--- src/rtl/vga_sync_controller_pkg.sv ---
// Shared types and default 640x480@60 timing for the VGA sync controller.
package vga_timing_pkg;

  typedef enum logic [1:0] {
    PH_ACTIVE,
    PH_FRONT,
    PH_SYNC,
    PH_BACK
  } axis_phase_e;

  typedef enum logic {
    HS_IDLE,
    HS_REQ
  } hs_state_e;

  localparam int unsigned CNT_W = 10;

  localparam int unsigned H_ACTIVE_DEF = 640;
  localparam int unsigned H_FP_DEF     = 16;
  localparam int unsigned H_SYNC_DEF   = 96;
  localparam int unsigned H_BP_DEF     = 48;

  localparam int unsigned V_ACTIVE_DEF = 480;
  localparam int unsigned V_FP_DEF     = 10;
  localparam int unsigned V_SYNC_DEF   = 2;
  localparam int unsigned V_BP_DEF     = 33;

  // Last index of an axis: total period minus one.
  function automatic int unsigned span_m1(input int unsigned active, input int unsigned fp,
                                          input int unsigned sync, input int unsigned bp);
    return active + fp + sync + bp - 1;
  endfunction

endpackage

--- src/rtl/vga_sync_controller_if.sv ---
// Raster outputs and frame-update handshake of the VGA sync controller.
// Optional VGA_FRAME_COUNT_EN adds the frame_count bus.
interface vga_sync_controller_if;

  logic [9:0] h_count;
  logic [9:0] v_count;
  logic       hsync;
  logic       vsync;
  logic       display_on;
  logic       line_start;
  logic       frame_req;
  logic       frame_ack;
  logic       frame_overrun;
`ifdef VGA_FRAME_COUNT_EN
  logic [7:0] frame_count;
`endif

  modport master (
`ifdef VGA_FRAME_COUNT_EN
    output frame_count,
`endif
    output h_count,
    output v_count,
    output hsync,
    output vsync,
    output display_on,
    output line_start,
    output frame_req,
    output frame_overrun,
    input  frame_ack
  );

  modport slave (
`ifdef VGA_FRAME_COUNT_EN
    input  frame_count,
`endif
    input  h_count,
    input  v_count,
    input  hsync,
    input  vsync,
    input  display_on,
    input  line_start,
    input  frame_req,
    input  frame_overrun,
    output frame_ack
  );

endinterface

--- src/rtl/vga_sync_controller_axis.sv ---
// One raster axis: position counter plus phase FSM and active-low sync decode.
//
//   state     | meaning
//   PH_ACTIVE | visible region, count 0..ACTIVE-1
//   PH_FRONT  | front porch
//   PH_SYNC   | sync pulse, sync_n low
//   PH_BACK   | back porch, ends at the last index where the axis wraps
module vga_axis_sequencer
  import vga_timing_pkg::*;
#(
  parameter int unsigned ACTIVE = H_ACTIVE_DEF,
  parameter int unsigned FP     = H_FP_DEF,
  parameter int unsigned SYNC   = H_SYNC_DEF,
  parameter int unsigned BP     = H_BP_DEF
) (
  input  logic              clk,
  input  logic              reset,
  input  logic              step,
  output logic [CNT_W-1:0]  count,
  output axis_phase_e       phase,
  output axis_phase_e       phase_next,
  output logic              sync_n,
  output logic              wrap
);

  localparam logic [CNT_W-1:0] END_ACTIVE = CNT_W'(ACTIVE - 1);
  localparam logic [CNT_W-1:0] END_FRONT  = CNT_W'(ACTIVE + FP - 1);
  localparam logic [CNT_W-1:0] END_SYNC   = CNT_W'(ACTIVE + FP + SYNC - 1);
  localparam logic [CNT_W-1:0] END_BACK   = CNT_W'(span_m1(ACTIVE, FP, SYNC, BP));

  logic [CNT_W-1:0] count_q, count_d;
  axis_phase_e      phase_q, phase_d;
  logic             sync_n_q, sync_n_d;

  // Advance position and phase on step; sync is decoded from the next phase so it stays registered.
  always_comb begin
    count_d = count_q;
    phase_d = phase_q;
    if (step) begin
      count_d = (count_q == END_BACK) ? '0 : count_q + CNT_W'(1);
      case (phase_q)
        PH_ACTIVE: if (count_q == END_ACTIVE) phase_d = PH_FRONT;
        PH_FRONT:  if (count_q == END_FRONT)  phase_d = PH_SYNC;
        PH_SYNC:   if (count_q == END_SYNC)   phase_d = PH_BACK;
        PH_BACK:   if (count_q == END_BACK)   phase_d = PH_ACTIVE;
        default:   phase_d = PH_BACK;
      endcase
    end
    sync_n_d = (phase_d != PH_SYNC);
  end

  // Reset parks the axis on its last index so the first step lands on 0.
  always_ff @(posedge clk) begin
    if (!reset) begin
      count_q  <= END_BACK;
      phase_q  <= PH_BACK;
      sync_n_q <= 1'b1;
    end else begin
      count_q  <= count_d;
      phase_q  <= phase_d;
      sync_n_q <= sync_n_d;
    end
  end

  assign count      = count_q;
  assign phase      = phase_q;
  assign phase_next = phase_d;
  assign sync_n     = sync_n_q;
  assign wrap       = (count_q == END_BACK);

endmodule

--- src/rtl/vga_sync_controller.sv ---
// VGA raster timing with a vblank frame-update handshake toward game logic.
// Optional VGA_FRAME_COUNT_EN adds an 8-bit frame counter on the interface.
//
//   state   | meaning
//   HS_IDLE | no request outstanding
//   HS_REQ  | frame_req high, waiting for frame_ack before the raster wraps
module vga_sync_controller
  import vga_timing_pkg::*;
#(
  parameter int unsigned H_ACTIVE = H_ACTIVE_DEF,
  parameter int unsigned H_FP     = H_FP_DEF,
  parameter int unsigned H_SYNC   = H_SYNC_DEF,
  parameter int unsigned H_BP     = H_BP_DEF,
  parameter int unsigned V_ACTIVE = V_ACTIVE_DEF,
  parameter int unsigned V_FP     = V_FP_DEF,
  parameter int unsigned V_SYNC   = V_SYNC_DEF,
  parameter int unsigned V_BP     = V_BP_DEF
) (
  input  logic                  pixel_clk,
  input  logic                  reset,
  input  logic                  enable,
  vga_sync_controller_if.master vif
);

  axis_phase_e h_phase, h_phase_next;
  axis_phase_e v_phase, v_phase_next;
  logic        h_wrap, v_wrap;
  logic        v_step, frame_wrap, enter_vblank;

  hs_state_e   hs_state_q, hs_state_d;
  logic        frame_req_q, frame_req_d;
  logic        frame_overrun_q, frame_overrun_d;
  logic        display_on_q, display_on_d;
  logic        line_start_q, line_start_d;

  assign v_step       = enable & h_wrap;
  assign frame_wrap   = v_step & v_wrap;
  assign enter_vblank = (v_phase == PH_ACTIVE) && (v_phase_next == PH_FRONT);

  vga_axis_sequencer #(
    .ACTIVE (H_ACTIVE),
    .FP     (H_FP),
    .SYNC   (H_SYNC),
    .BP     (H_BP)
  ) u_h_axis (
    .clk        (pixel_clk),
    .reset      (reset),
    .step       (enable),
    .count      (vif.h_count),
    .phase      (h_phase),
    .phase_next (h_phase_next),
    .sync_n     (vif.hsync),
    .wrap       (h_wrap)
  );

  vga_axis_sequencer #(
    .ACTIVE (V_ACTIVE),
    .FP     (V_FP),
    .SYNC   (V_SYNC),
    .BP     (V_BP)
  ) u_v_axis (
    .clk        (pixel_clk),
    .reset      (reset),
    .step       (v_step),
    .count      (vif.v_count),
    .phase      (v_phase),
    .phase_next (v_phase_next),
    .sync_n     (vif.vsync),
    .wrap       (v_wrap)
  );

  // Handshake: raise at vblank entry, drop on ack, or drop with an overrun pulse at the raster wrap.
  always_comb begin
    hs_state_d      = hs_state_q;
    frame_overrun_d = frame_overrun_q;
    if (enable) begin
      frame_overrun_d = 1'b0;
      case (hs_state_q)
        HS_IDLE: begin
          if (enter_vblank) hs_state_d = HS_REQ;
        end
        HS_REQ: begin
          if (vif.frame_ack) begin
            hs_state_d = HS_IDLE;
          end else if (frame_wrap) begin
            hs_state_d      = HS_IDLE;
            frame_overrun_d = 1'b1;
          end
        end
        default: hs_state_d = HS_IDLE;
      endcase
    end
    frame_req_d = (hs_state_d == HS_REQ);
  end

  // Video flags are computed from the next position so they line up with the registered counters.
  always_comb begin
    display_on_d = (h_phase_next == PH_ACTIVE) && (v_phase_next == PH_ACTIVE);
    line_start_d = line_start_q;
    if (enable) line_start_d = (h_phase == PH_BACK) && (h_phase_next == PH_ACTIVE);
  end

  // Handshake and flag registers; reset aborts a pending request silently.
  always_ff @(posedge pixel_clk) begin
    if (!reset) begin
      hs_state_q      <= HS_IDLE;
      frame_req_q     <= 1'b0;
      frame_overrun_q <= 1'b0;
      display_on_q    <= 1'b0;
      line_start_q    <= 1'b0;
    end else begin
      hs_state_q      <= hs_state_d;
      frame_req_q     <= frame_req_d;
      frame_overrun_q <= frame_overrun_d;
      display_on_q    <= display_on_d;
      line_start_q    <= line_start_d;
    end
  end

  assign vif.frame_req     = frame_req_q;
  assign vif.frame_overrun = frame_overrun_q;
  assign vif.display_on    = display_on_q;
  assign vif.line_start    = line_start_q;

`ifdef VGA_FRAME_COUNT_EN
  logic [7:0] frame_count_q, frame_count_d;

  // Count raster wraps; free-running 8-bit rollover.
  always_comb begin
    frame_count_d = frame_count_q;
    if (frame_wrap) frame_count_d = frame_count_q + 8'd1;
  end

  // Frame counter register.
  always_ff @(posedge pixel_clk) begin
    if (!reset) frame_count_q <= 8'd0;
    else        frame_count_q <= frame_count_d;
  end

  assign vif.frame_count = frame_count_q;
`endif

endmodule
--- src/flat_wrapper.sv ---
// flat-port wrapper written by rule: the top's interface ports become plain ports
module vga_sync_controller_flat import vga_timing_pkg::*;
#(
  parameter int unsigned H_ACTIVE = H_ACTIVE_DEF,
  parameter int unsigned H_FP     = H_FP_DEF,
  parameter int unsigned H_SYNC   = H_SYNC_DEF,
  parameter int unsigned H_BP     = H_BP_DEF,
  parameter int unsigned V_ACTIVE = V_ACTIVE_DEF,
  parameter int unsigned V_FP     = V_FP_DEF,
  parameter int unsigned V_SYNC   = V_SYNC_DEF,
  parameter int unsigned V_BP     = V_BP_DEF
)
  (pixel_clk, reset, enable, vif_h_count, vif_v_count, vif_hsync, vif_vsync, vif_display_on, vif_line_start, vif_frame_req, vif_frame_overrun, vif_frame_ack);
  vga_sync_controller_if vif_i ();
  input  logic pixel_clk;
  input  logic reset;
  input  logic enable;
  output wire logic [$bits(vif_i.h_count)-1:0] vif_h_count;
  output wire logic [$bits(vif_i.v_count)-1:0] vif_v_count;
  output wire logic [$bits(vif_i.hsync)-1:0] vif_hsync;
  output wire logic [$bits(vif_i.vsync)-1:0] vif_vsync;
  output wire logic [$bits(vif_i.display_on)-1:0] vif_display_on;
  output wire logic [$bits(vif_i.line_start)-1:0] vif_line_start;
  output wire logic [$bits(vif_i.frame_req)-1:0] vif_frame_req;
  output wire logic [$bits(vif_i.frame_overrun)-1:0] vif_frame_overrun;
  input wire logic [$bits(vif_i.frame_ack)-1:0] vif_frame_ack;
  assign vif_h_count = vif_i.h_count;
  assign vif_v_count = vif_i.v_count;
  assign vif_hsync = vif_i.hsync;
  assign vif_vsync = vif_i.vsync;
  assign vif_display_on = vif_i.display_on;
  assign vif_line_start = vif_i.line_start;
  assign vif_frame_req = vif_i.frame_req;
  assign vif_frame_overrun = vif_i.frame_overrun;
  assign vif_i.frame_ack = vif_frame_ack;
  vga_sync_controller #(.H_ACTIVE(H_ACTIVE), .H_FP(H_FP), .H_SYNC(H_SYNC), .H_BP(H_BP), .V_ACTIVE(V_ACTIVE), .V_FP(V_FP), .V_SYNC(V_SYNC), .V_BP(V_BP)) u_core (.pixel_clk(pixel_clk), .reset(reset), .enable(enable), .vif(vif_i));
endmodule
--- config.mk ---
export PLATFORM = sky130hd
export DESIGN_NAME = vga_sync_controller_flat
export DESIGN_NICKNAME = d
export VERILOG_FILES = /design/src/rtl/vga_sync_controller_pkg.sv /design/src/rtl/vga_sync_controller_if.sv /design/src/rtl/vga_sync_controller_axis.sv /design/src/rtl/vga_sync_controller.sv /design/src/flat_wrapper.sv
export SDC_FILE = /design/constraint.sdc
export NUM_CORES = 1
export LEC_CHECK = 0
export ABC_CLOCK_PERIOD_IN_PS = 3050
export BUFFER_PORTS_ARGS = -buffer_cell sky130_fd_sc_hd__buf_2
export CORE_ASPECT_RATIO = 1.75
export CORE_MARGIN = 4
export CORE_UTILIZATION = 45
export CTS_CLUSTER_DIAMETER = 30
export DETAILED_ROUTE_END_ITERATION = 6
export PLACE_DENSITY_LB_ADDON = 0.15
export SETUP_SLACK_MARGIN = 0.5
export SYNTH_ARGS = -nofsm -noshare
export SYNTH_HDL_FRONTEND = slang
export SYNTH_SLANG_ARGS = --single-unit
--- constraint.sdc ---
create_clock -name pixel_clk -period 3.05 [get_ports pixel_clk]
set_input_delay 0.61 -clock pixel_clk [delete_from_list [all_inputs] [get_ports pixel_clk]]
set_output_delay 0.61 -clock pixel_clk [all_outputs]
set_load 0.02 [all_outputs]
## After elaboration in Yosys (flattened, before gate mapping)

Index checks and enable logic that the tools add are counted.

| operators by class | value |
|---|---|
| add/subtract/negate cells | 2 |
| eq/ne operators | 17 |
| muxes and demuxes | 21 |
| bitwise operators | 3 |
| reductions and logical operators | 7 |

Operators with widths:

| cell | number |
|---|---|
| == test 10 bit (second input constant) | 5 |
| == test 10 x 9 -> 1 bit (second input constant) | 3 |
| adder 10 x 1 -> 10 bit (second input constant) | 2 |
| two-way mux 10 bit | 2 |
| two-way mux 2 bit | 10 |
| case mux 2 bit (4 select lines) | 2 |
| == test 2 bit (second input constant) | 4 |
| logical NOT 2 bit | 4 |
| == test 2 x 1 -> 1 bit (second input constant) | 3 |
| two-way mux 1 bit | 6 |
| inequality test 2 bit (second input constant) | 2 |
| logical AND 1 bit | 3 |
| bitwise AND 1 bit | 2 |
| case mux 1 bit (2 select lines) | 1 |
| inverter 1 bit | 1 |

| word-level totals | value |
|---|---|
| flip-flop bits (word level) | 30 |
| input bits | 4 |
| output and inout port bits | 26 |
| word-level logic and storage cells | 60 |

## Depth between registers and ports, before layout

| depth | value |
|---|---|
| word-level depth | 8 |
| gate-level depth with buffers | 7 |
| gate-level depth less buffers | 7 |

## Hierarchy

From an unflattened synthesis, not the netlist that was laid out.

| unflattened totals | value |
|---|---|
| cells, all modules | 178 |
| area, all modules | 1552.7 um^2 |

By module, submodules not included:

| module | instances | cells each | area an instance (um^2) | seq. area each (um^2) |
|---|---|---|---|---|
| vga_axis_sequencer (u_core.u_v_axis) | 1 | 85 | 699.4 | 260.2 |
| vga_axis_sequencer (u_core.u_h_axis) | 1 | 72 | 671.9 | 260.2 |
| vga_sync_controller | 1 | 21 | 181.4 | 80.1 |

## Worst setup path after synthesis

Ideal clock, no wire load.

| path | value |
|---|---|
| path kind | register -> register |
| from | register u_core.u_h_axis.count_q[0] (netlist: u_core.u_h_axis.count[0]) |
| to | register u_core.display_on_q (netlist: u_core.vif.display_on) |
| setup time | 0.087 ns |
| arrival time | 1.789 ns |
| required time | 2.963 ns |
| setup slack | 1.174 ns |
| stages on the path, launching flop included | 8 |
| buffers on the path | 1 |
| clock period less this slack | 1.876 ns |
| cells stage by stage | dfxtp_1 ha_1 and4_4 and4_4 buf_6 and2_4 a31oi_2 nor4b_2 |

| between the ends | value |
|---|---|
| longest elaborated chain between the ends | 6 |
| elaborated cells between the ends (all ways) | 15 |
| classes of those cells | eq/ne: 4; mux: 7; bitwise: 1; reduce/logical: 3 |

RTL lines:

| item | line | text |
|---|---|---|
| start: declaration | vga_sync_controller_axis.sv:31 | `logic [CNT_W-1:0] count_q, count_d;` |
| start signal: assignment | vga_sync_controller_axis.sv:59 | `count_q <= count_d;` |
| == test 10 bit (on tied branches) | -- |  |
| two-way mux 2 bit (on tied branches) | -- |  |
| case mux 2 bit (4 select lines) | vga_sync_controller_axis.sv:41 | `case (phase_q)` |
| two-way mux 2 bit | vga_sync_controller_axis.sv:39 | `if (step) begin` |
| logical NOT 2 bit | vga_sync_controller.sv:98 | `display_on_d = (h_phase_next == PH_ACTIVE) && (v_phase_next == PH_ACTIVE);` |
| logical AND 1 bit * | vga_sync_controller.sv:98 |  |
| end signal: assignment | vga_sync_controller.sv:115 | `display_on_q <= display_on_d;` |
| end: declaration | vga_sync_controller.sv:33 | `logic display_on_q, display_on_d;` |

Every way passes the cells marked *; elsewhere a longest branch is shown, timed or not.
A chain may end at the register's enable or synchronous reset.

## Worst setup path in the final report

Ends and elaborated chain as after synthesis.

==> impl_metrics.csv <==
group,metric,value,unit
place,placed_cells,240,
routing,drt_iter0_drc,31,
place,postPlaceCellArea,1707,um2
power_and_ir_drop,p_leak,0.7153,nW
cts,ctsResizeCount,0,
place,dp_slack,1.020,ns
global_route,grt_max_degree,23,
cells_and_area,nets,212,
cts,clock_latency_at_the_later_pin_of_the_worst_skew_pair,0.28,ns
logic_synthesis,sequential_to_total_area_share_from_yosys_stat,38.93,%
logic_synthesis,post_synth_inst_count,173,
sta,fin_tns_setup,0,ns
logic_synthesis,synth.cell_area,1543,um2
cts,numCtsBuffers,5,
sta,worst_hold_slack,0.5164,ns
setup_path,critPathArrivalTime,2.13,ns
logic_synthesis,number_of_flops_mapped_to_enable_cells_by_yosys,0,
place,numPortBuffers,29,
setup_path,buffer_and_inverter_count_on_the_worst_path,0,
place,gp_congestion,0.8512,
setup_path,critical_path.reg2reg.endpoint,"u_core.vif.display_on",
setup_path,worstPathRequired,3.24,ns
hold_path,number_of_stages_on_the_worst_hold_path,2,
global_route,first_global_vias,1342,
cells_and_area,syn_to_final_growth,15.98,%
cts,ctsRootBufferMaster,"clkbuf_8",
floorplanning,rows,27,
power_and_ir_drop,clockPowerShare,28.2,%
routing,wl,3548,um
power_and_ir_drop,power_per_cell_area,615.9,nW/um2
setup_path,crit_path_max_incr_delay,0.39,ns
sta,finalCriticalPeriod,1.939,ns
run,cap_viol_max_count,0,
cts,postCtsSetupRepairBufs,0,
sta,worst_clock_skew,0.005581,ns
cells_and_area,antennaDiodeCount,0,
logic_synthesis,yosys_warnings,0,
logic_synthesis,synth_top_area_share,38.93,%
sta,final.period_utilization,63.57,%
setup_path,cp-start-kind,"register",
setup_path,top_delay_family_on_crit_path,"simple AND/OR/NAND/NOR gates",
power_and_ir_drop,power.switching_fraction,33.43,%
floorplanning,design.portCount,30,
logic_synthesis,synth_top_area_cell,"dfxtp_1",
cts,postCtsHoldBufs,0,
cts,cts.sink_count,30,
logic_synthesis,netlist-cell-type-count,49,
setup_path,timing.critical_path.cells,"ha_1, and4_4, nand4_2, a2bb2oi_1, o21ai_1, nor4b_2",
cells_and_area,finish.instance_area,1789,um2
setup_path,r2r_cells,6,
hold_path,holdCritStartpoint,"u_core.vif.frame_overrun",
power_and_ir_drop,power.net_switching,368.4,uW
sta,setup_viol,0,
logic_synthesis,post_synth.cell_area_avg,8.918,um2
floorplanning,die_height,85.46,um
logic_synthesis,postSynthNetCount,181,
sta,timing.final.hold_violations,0,
routing,via_per_inst,5.573,
sta,grt_setup_unrepaired,"false",
logic_synthesis,yosys_most_used_dff,"dfxtp_1",
sta,worst_slew_pin_tran,0.3655,ns
place,dpl.hpwl,2636,um
power_and_ir_drop,share_comb_of_total_power,27.2,%
hold_path,hp-class,"register to register",
routing,drt-pass1-iter-count,4,
sta,slew_headroom,75.45,%
logic_synthesis,ys_seq_elements,30,
global_route,overflow,0,
floorplanning,floorplan.die_area,4466,um2
global_route,antenna_found_initial,0,
sta,drv_slew,0,
setup_path,path_max_fanout,10,
setup_path,cp_capture_type,"register",
cells_and_area,layout.core_utilization,55.75,%
routing,drt-wirelength-per-cell,14.42,um
logic_synthesis,top_area_cells_in_the_synthesized_netlist,"dfxtp_1 39%, xnor2_1 5.7%, o21ai_0 3.6%",
cts,tritoncts,"done",
status,outcome,"finished clean",
hold_path,min_delay_worst_endpoint,"u_core.vif.frame_overrun",
cells_and_area,stdcell_count,246,
setup_path,cp-startpoint,"u_core.u_h_axis.count[0]",
floorplanning,fp.dieW,52.26,um
power_and_ir_drop,total_power,1.102,mW
routing,postRouteAntennaNets,0,
setup_path,crit_path_top_delay_cell,"dfxtp_1",
sta,timing.fmax,515.7,MHz
global_route,global_route_wire_length_before_repair,6099,um
cts,cts_buffer_depth,2,
power_and_ir_drop,vdd_drop_max,0.0004772,V
power_and_ir_drop,share_seq_of_total_power,44.6,%
setup_path,crit_type,"register to register",
logic_synthesis,synth-async-reset-ratio,0,%
cts,clock_pin_slew_reported_for_the_worst_setup_and_hold_paths_after_clock_tree_synthesis,0.06,ns
floorplanning,coreArea,3209,um2
routing,post-route-drc-count,0,
global_route,grt_use_total,17.73,%
floorplanning,floorplan.initialDensity,48.07,%
setup_path,worst_reg_to_reg_setup_slack,1.11,ns
power_and_ir_drop,cellInternalPower,733.6,uW
cts,htreeDepth,2,
setup_path,worst_r2r_startpoint,"u_core.u_h_axis.count[0]",
routing,vias,1371,
sta,finalWorstSetupSlack,1.111,ns
cells_and_area,layout-drive-gt1-share,24.14,%
[kinds of logic (layout without fill, tap and decap cells)]
logic type,Yosys count,count (layout),synth area share (%)
compound gates,35,35,14.92
xor+xnor,12,12,6.813
fa+ha+maj,4,4,3.244
buf+inv,13,43,4.217
flops,30,30,38.93
simple gates,79,79,31.87
[worst reg2reg max path, stage by stage (launching register included)]
cell	delay (ns)
dfxtp_1	0.39
ha_1	0.23
and4_4	0.28
nand4_2	0.29
a2bb2oi_1	0.34
o21ai_1	0.12
nor4b_2	0.21
[state kept, by name (all words and copies together) (netlist names), 2 cells and up]
register and flops:
u_core.u_h_axis.count 10, u_core.u_v_axis.count 10, u_core.u_v_axis.phase 2, u_core.u_h_axis.phase 2
[area by class of cell]
type	instances	area, um2
Sequential cell	30	600.6
Clock buffer	6	82.58
Timing Repair Buffer	29	145.1
Inverter	8	30.03
Multi-Input combinational cell	130	877.1
Fill cell	311	1420
Tap cell	43	53.80
[per-layer routing]
layer,part of all wire [%],routed length [um],vias up,GRT usage [%]
met5,0,0,-,0
met4,1.7,61,0,8.837
met3,3.1,110,6,3.691
met2,55,1936,31,31.16
met1,41,1439,652,19.31
li1,-,-,682,-
[cells in the mapped netlist (2+ instances only)]
master	instances
o21ai_0	11
clkbuf_1	2
nor4_1	2
ha_1	4
nand4_1	5
or2_2	2
dfxtp_1	30
a21boi_0	2
buf_6	2
o21ai_1	3
nor2b_1	2
xnor2_1	10
a21oi_1	7
and2_1	3
o211ai_1	3
nand2_1	12
nand3_1	4
nor2_1	14
xor2_1	2
nand2b_1	4
and4_4	2
nor3_1	8
and3_1	5
and3b_1	2
inv_1	8
[cells in the final DEF, fill, tap and decap left out, drive strengths merged, types with 3 or more instances in the layout]
master  instances
nor2           14
inv             8
xnor2          10
ha              4
nor4            4
nor3            8
nand2b          4
buf            29
dfxtp          30
nand2          12
and2            4
nand3           4
nand4           6
o211ai          3
o21ai          14
and3            5
clkbuf          6
a21oi           7
[power by group through the flow]
| stage | registers (mW) | logic, mW | clock network (mW) |
|---|---|---|---|
| floorplan | 0.525 | 0.203 | 0 |
| global placement | 0.498 | 0.299 | 0 |
| detailed placement | 0.499 | 0.302 | 0 |
| CTS | 0.491 | 0.303 | 0.319 |
| global route | 0.499 | 0.331 | 0.332 |
| finish | 0.492 | 0.300 | 0.311 |
[how the worst max path moves through the flow]
stage                                   endpoint  cells after the start
after floorplan            u_core.vif.display_on                      7
after global placement    u_core.u_h_axis.sync_n                      6
after detailed placement   u_core.vif.display_on                      6
after CTS                  u_core.vif.display_on                      6
after global routing       u_core.vif.display_on                      6
final                      u_core.vif.display_on                      6
Note: power is estimated with default switching activity, not from simulation.
